$ cat src/rtl/coin_acceptor.sv
// Coin sensor front end: synchronises and debounces the 5 rs and 10 rs lines and
// hands the vending FSM one single-cycle coin code per physical coin.
module coin_acceptor #(
  parameter int DEBOUNCE_CYCLES = 4,
  parameter int LOCKOUT_CYCLES  = 8,
  parameter int CNT_W           = 8
) (
  input  logic       clk,
  input  logic       rst,
  input  logic       coin5_raw,
  input  logic       coin10_raw,
  input  logic       inhibit,
  output logic [1:0] coin_code,
  output logic       reject,
  output logic       busy
);

  localparam logic [CNT_W-1:0] DB_LAST   = CNT_W'(DEBOUNCE_CYCLES - 1);
  localparam logic [CNT_W-1:0] LOCK_LOAD = CNT_W'(LOCKOUT_CYCLES);

  typedef enum logic {S_IDLE, S_LOCK} state_t;

  // Bit 0 is the 5 rs channel, bit 1 the 10 rs channel, matching the coin code.
  logic [1:0] raw;
  logic [1:0] filt;
  logic [1:0] rise;

  assign raw = {coin10_raw, coin5_raw};

  genvar gi;
  generate
    for (gi = 0; gi < 2; gi++) begin : g_chan
      logic             sync1_reg;
      logic             sync2_reg;
      logic             filt_reg;
      logic             filt_d_reg;
      logic             rise_reg;
      logic [CNT_W-1:0] db_cnt_reg;

      always_ff @(posedge clk) begin
        if (rst) begin
          sync1_reg  <= 1'b0;
          sync2_reg  <= 1'b0;
          filt_reg   <= 1'b0;
          filt_d_reg <= 1'b0;
          rise_reg   <= 1'b0;
          db_cnt_reg <= '0;
        end else begin
          sync1_reg  <= raw[gi];
          sync2_reg  <= sync1_reg;
          filt_d_reg <= filt_reg;
          rise_reg   <= filt_reg & ~filt_d_reg;
          if (sync2_reg == filt_reg) begin
            db_cnt_reg <= '0;
          end else if (db_cnt_reg >= DB_LAST) begin
            filt_reg   <= sync2_reg;
            db_cnt_reg <= '0;
          end else begin
            db_cnt_reg <= db_cnt_reg + CNT_W'(1);
          end
        end
      end

      assign filt[gi] = filt_reg;
      assign rise[gi] = rise_reg;
    end
  endgenerate

  state_t           state_reg;
  logic [CNT_W-1:0] lock_cnt_reg;
  logic [1:0]       code_reg;
  logic             reject_reg;

  always_ff @(posedge clk) begin
    if (rst) begin
      state_reg    <= S_LOCK;
      lock_cnt_reg <= LOCK_LOAD;
      code_reg     <= 2'b00;
      reject_reg   <= 1'b0;
    end else begin
      code_reg   <= 2'b00;
      reject_reg <= 1'b0;
      case (state_reg)
        S_IDLE: begin
          if (rise != 2'b00) begin
            state_reg    <= S_LOCK;
            lock_cnt_reg <= LOCK_LOAD;
            if (rise == 2'b11 || inhibit) begin
              reject_reg <= 1'b1;
            end else begin
              code_reg <= rise;
            end
          end
        end
        S_LOCK: begin
          if (lock_cnt_reg != '0) begin
            lock_cnt_reg <= lock_cnt_reg - CNT_W'(1);
          end
          // A coin still resting on a sensor keeps us locked so it cannot credit twice.
          if (lock_cnt_reg == '0 && filt == 2'b00) begin
            state_reg <= S_IDLE;
          end
        end
        default: state_reg <= S_LOCK;
      endcase
    end
  end

  assign coin_code = code_reg;
  assign reject    = reject_reg;
  assign busy      = (state_reg == S_LOCK);

endmodule

$ cat config.mk
export PLATFORM = sky130hd
export DESIGN_NAME = coin_acceptor
export DESIGN_NICKNAME = d
export VERILOG_FILES = /design/src/rtl/coin_acceptor.sv
export SDC_FILE = /design/constraint.sdc
export NUM_CORES = 1
export LEC_CHECK = 0
export CAP_MARGIN = 20
export CORE_UTILIZATION = 41
export DETAILED_ROUTE_END_ITERATION = 10
export PLACE_DENSITY = 0.69
export SYNTH_ARGS = -nofsm -noshare
export SYNTH_HDL_FRONTEND = slang
export SYNTH_SLANG_ARGS = --single-unit
$ cat constraint.sdc
create_clock -name clk -period 2.1 [get_ports clk]
set_input_delay 0.525 -clock clk [delete_from_list [all_inputs] [get_ports clk]]
set_output_delay 0.525 -clock clk [all_outputs]
set_load 0.005 [all_outputs]
==> flow_summary.ini <==
[outcome]
outcome = finished, final reports clean

[critical_path]
cp_top_family = buffers and inverters
required_ns = 1.57
worst_setup_path_start_kind = flop
critPathArrivalTime_ns = 1.44
endpoint_kind = primary output
crit_chain = clkdlybuf4s50_1
critPathMaxFanout = 11
cpPeakStageDelay_ns = 0.58
crit_slowest_cell = clkdlybuf4s50_1
crit_buf_inv = 1
crit_type = reg2out

[clocking]
cts_tree = yes
clk_pin_slew_ns = 0.10
cts_buffers = 5
cts.path.max_buffers = 2
clkLatencyLatePin_ns = 0.32
cts_setup_buffers = 0
cts.sink_count = 38
postCtsResizedCells = 0
cts_root_buf = clkbuf_4
htree_levels = 2
hold_buffers = 0

[run]
max-cap-violations = 0

[grt]
antenna_found_initial = 0
grt_max_degree = 16
first_global_vias = 871
grt_pass1_wl_um = 3760
grt_overflow = 0
grt.total_usage = 0.141

[route]
drtIter0Drc = 18
vias = 970
viasPerCell = 4.92
drc_errors = 0
drtAntennaViolNets = 0
first_pass_iters = 4
wl_um = 2140
wl_per_cell_um = 10.8

[worst_hold_path]
hp-class = reg2reg

[yosys]
synth_edf_count = 0
yosysTopAreaCell = dfxtp_1
ys_types = 37
synth.avg_cell_area_um2 = 11.0
synthFlopType = dfxtp_1
synth_area_leaders = dfxtp_1 54%, ha_1 3.5%, nor2b_1 3.5%, mux2i_1 2.8%, nor3b_1 2.7%
yosysSeqAreaShare = 0.538
syn_inst = 129
synth_top_area_frac = 0.538
yosys_warnings = 0
yosys_register_bits = 38
syn-cell-area_um2 = 1420
async_flop_share = 0

[power_and_ir_drop]
cellPowerDensity_nw_per_um2 = 990
ir_drop_v = 0.000455
p_leak_nw = 0.652

[place]
placed_area_um2 = 1590
portBuffers = 8
gp_congestion = 0.757
dp_hpwl_um = 1540

[floorplan]
ios = 9
die-area_um2 = 3690
coreArea_um2 = 3150
initial_core_util = 0.449
rows = 20
die_width_um = 60.8
die_h_um = 60.8

[timing]
skew_ns = 0.00338
rsz0062_at_grt = no
fin_crit_sh = 0.936
hold_viol_final = 0
setup_violations = 0
finalSetupTns_ns = 0
fmax_ghz = 0.508
slew_violations = 0
hold-worst-slack_ns = 0.389
tightest_slew_ns = 0.516
fin_crit_ns = 1.97
maxSlewHeadroom = 0.653

[finish]
largest_reg_flops = 16
diodes = 0
n_fill_cell = 306
nets = 162
stdcell_area_um2 = 1640
drive_above_1_share = 0.150
syn_to_final_growth_pct = 16.0
## routing by layer
| layer | vias to the layer above | part of all wire | track usage |
|---|---|---|---|
| met4 | 0 | 0.021 | 0.0584 |
| met2 | 23 | 0.46 | 0.217 |
| met1 | 446 | 0.47 | 0.179 |
| met5 | - | 0 | 0 |
| met3 | 6 | 0.048 | 0.0512 |
| li1 | 495 | - | - |
## path summary, 6_finish.rpt
kind / start / to / slack, ns / depth (start not counted)
setup reg to reg: lock_cnt_reg[0] / lock_cnt_reg[5] / 0.41 / 5
setup / recovery: busy / busy / 0.13 / 1
hold / removal: g_chan[1].filt_d_reg / g_chan[1].rise_reg / 0.39 / 1
hold reg to reg: g_chan[1].filt_d_reg / g_chan[1].rise_reg / 0.39 / 1
## cell families after synthesis
| kind of cell | Yosys count | synth area share |
|---|---|---|
| AOI/OAI and AO/OA | 15 | 0.0805 |
| xor gates and xnor gates | 2 | 0.0124 |
| adders and majority gates | 4 | 0.0354 |
| buffers and inverters | 7 | 0.0194 |
| and+or+nand+nor | 55 | 0.260 |
| muxes | 7 | 0.0522 |
| DFF | 38 | 0.538 |
| other | 1 | 0.00265 |
## final cells by class
class	instances	area (µm²)	area share
timing repair buffer	11	103	0.0625
tap	44	55.1	0.0335
multi-input combinational	95	668	0.407
clock inverter	2	10.0	0.00610
clock buffer	5	37.5	0.0229
inverter	2	7.51	0.00457
sequential	38	761	0.463
## layout by cell type, fill, tap and decap left out, types with 3 or more instances in the layout
cell and count:
dfxtp_1 38, conb_1 12, nor2b_1 8, clkdlybuf4s50_1 8, nor2_1 6, nor3b_1 5, clkbuf_4 5, nor4_1 4
nor3_1 4, nand3_1 4, a21oi_1 4, nand3b_1 4, mux2i_1 4, ha_1 4, nand2_1 3, a211oi_1 3
mux2_2 3, buf_4 3
## per-stage QoR
stage | cells | power, mW | setup slack [ns] | util
detailed placement | 190 | 1.30 | 0.145 | 0.506
CTS | 197 | 1.64 | 0.125 | 0.521
finish | 197 | 1.63 | 0.133 | 0.521
global placement | 190 | 1.28 | 0.216 | 0.506
floorplan | 140 | 1.21 | 0.626 | -
global route | 197 | 1.73 | 0.0383 | 0.521
## power breakdown
group	switching, mW	leakage [nW]	internal, mW
Combinational	0.190	0.308	0.223
Clock	0.217	0.0308	0.120
Sequential	0.0810	0.313	0.794
## cell usage after synthesis (all sizes together), types with 2 or more instances
cell type	count
a211oi	3
a21bo	2
a21oi	4
and3b	2
clkbuf	4
dfxtp	38
ha	4
inv	2
mux2	3
mux2i	4
nand2	3
nand2b	2
nand3	4
nand3b	4
nor2	6
nor2b	8
nor3	4
nor3b	5
nor4	4
nor4b	4
or3	4
or3b	2
xnor2	2
Note: power is estimated with default switching activity, not from simulation.
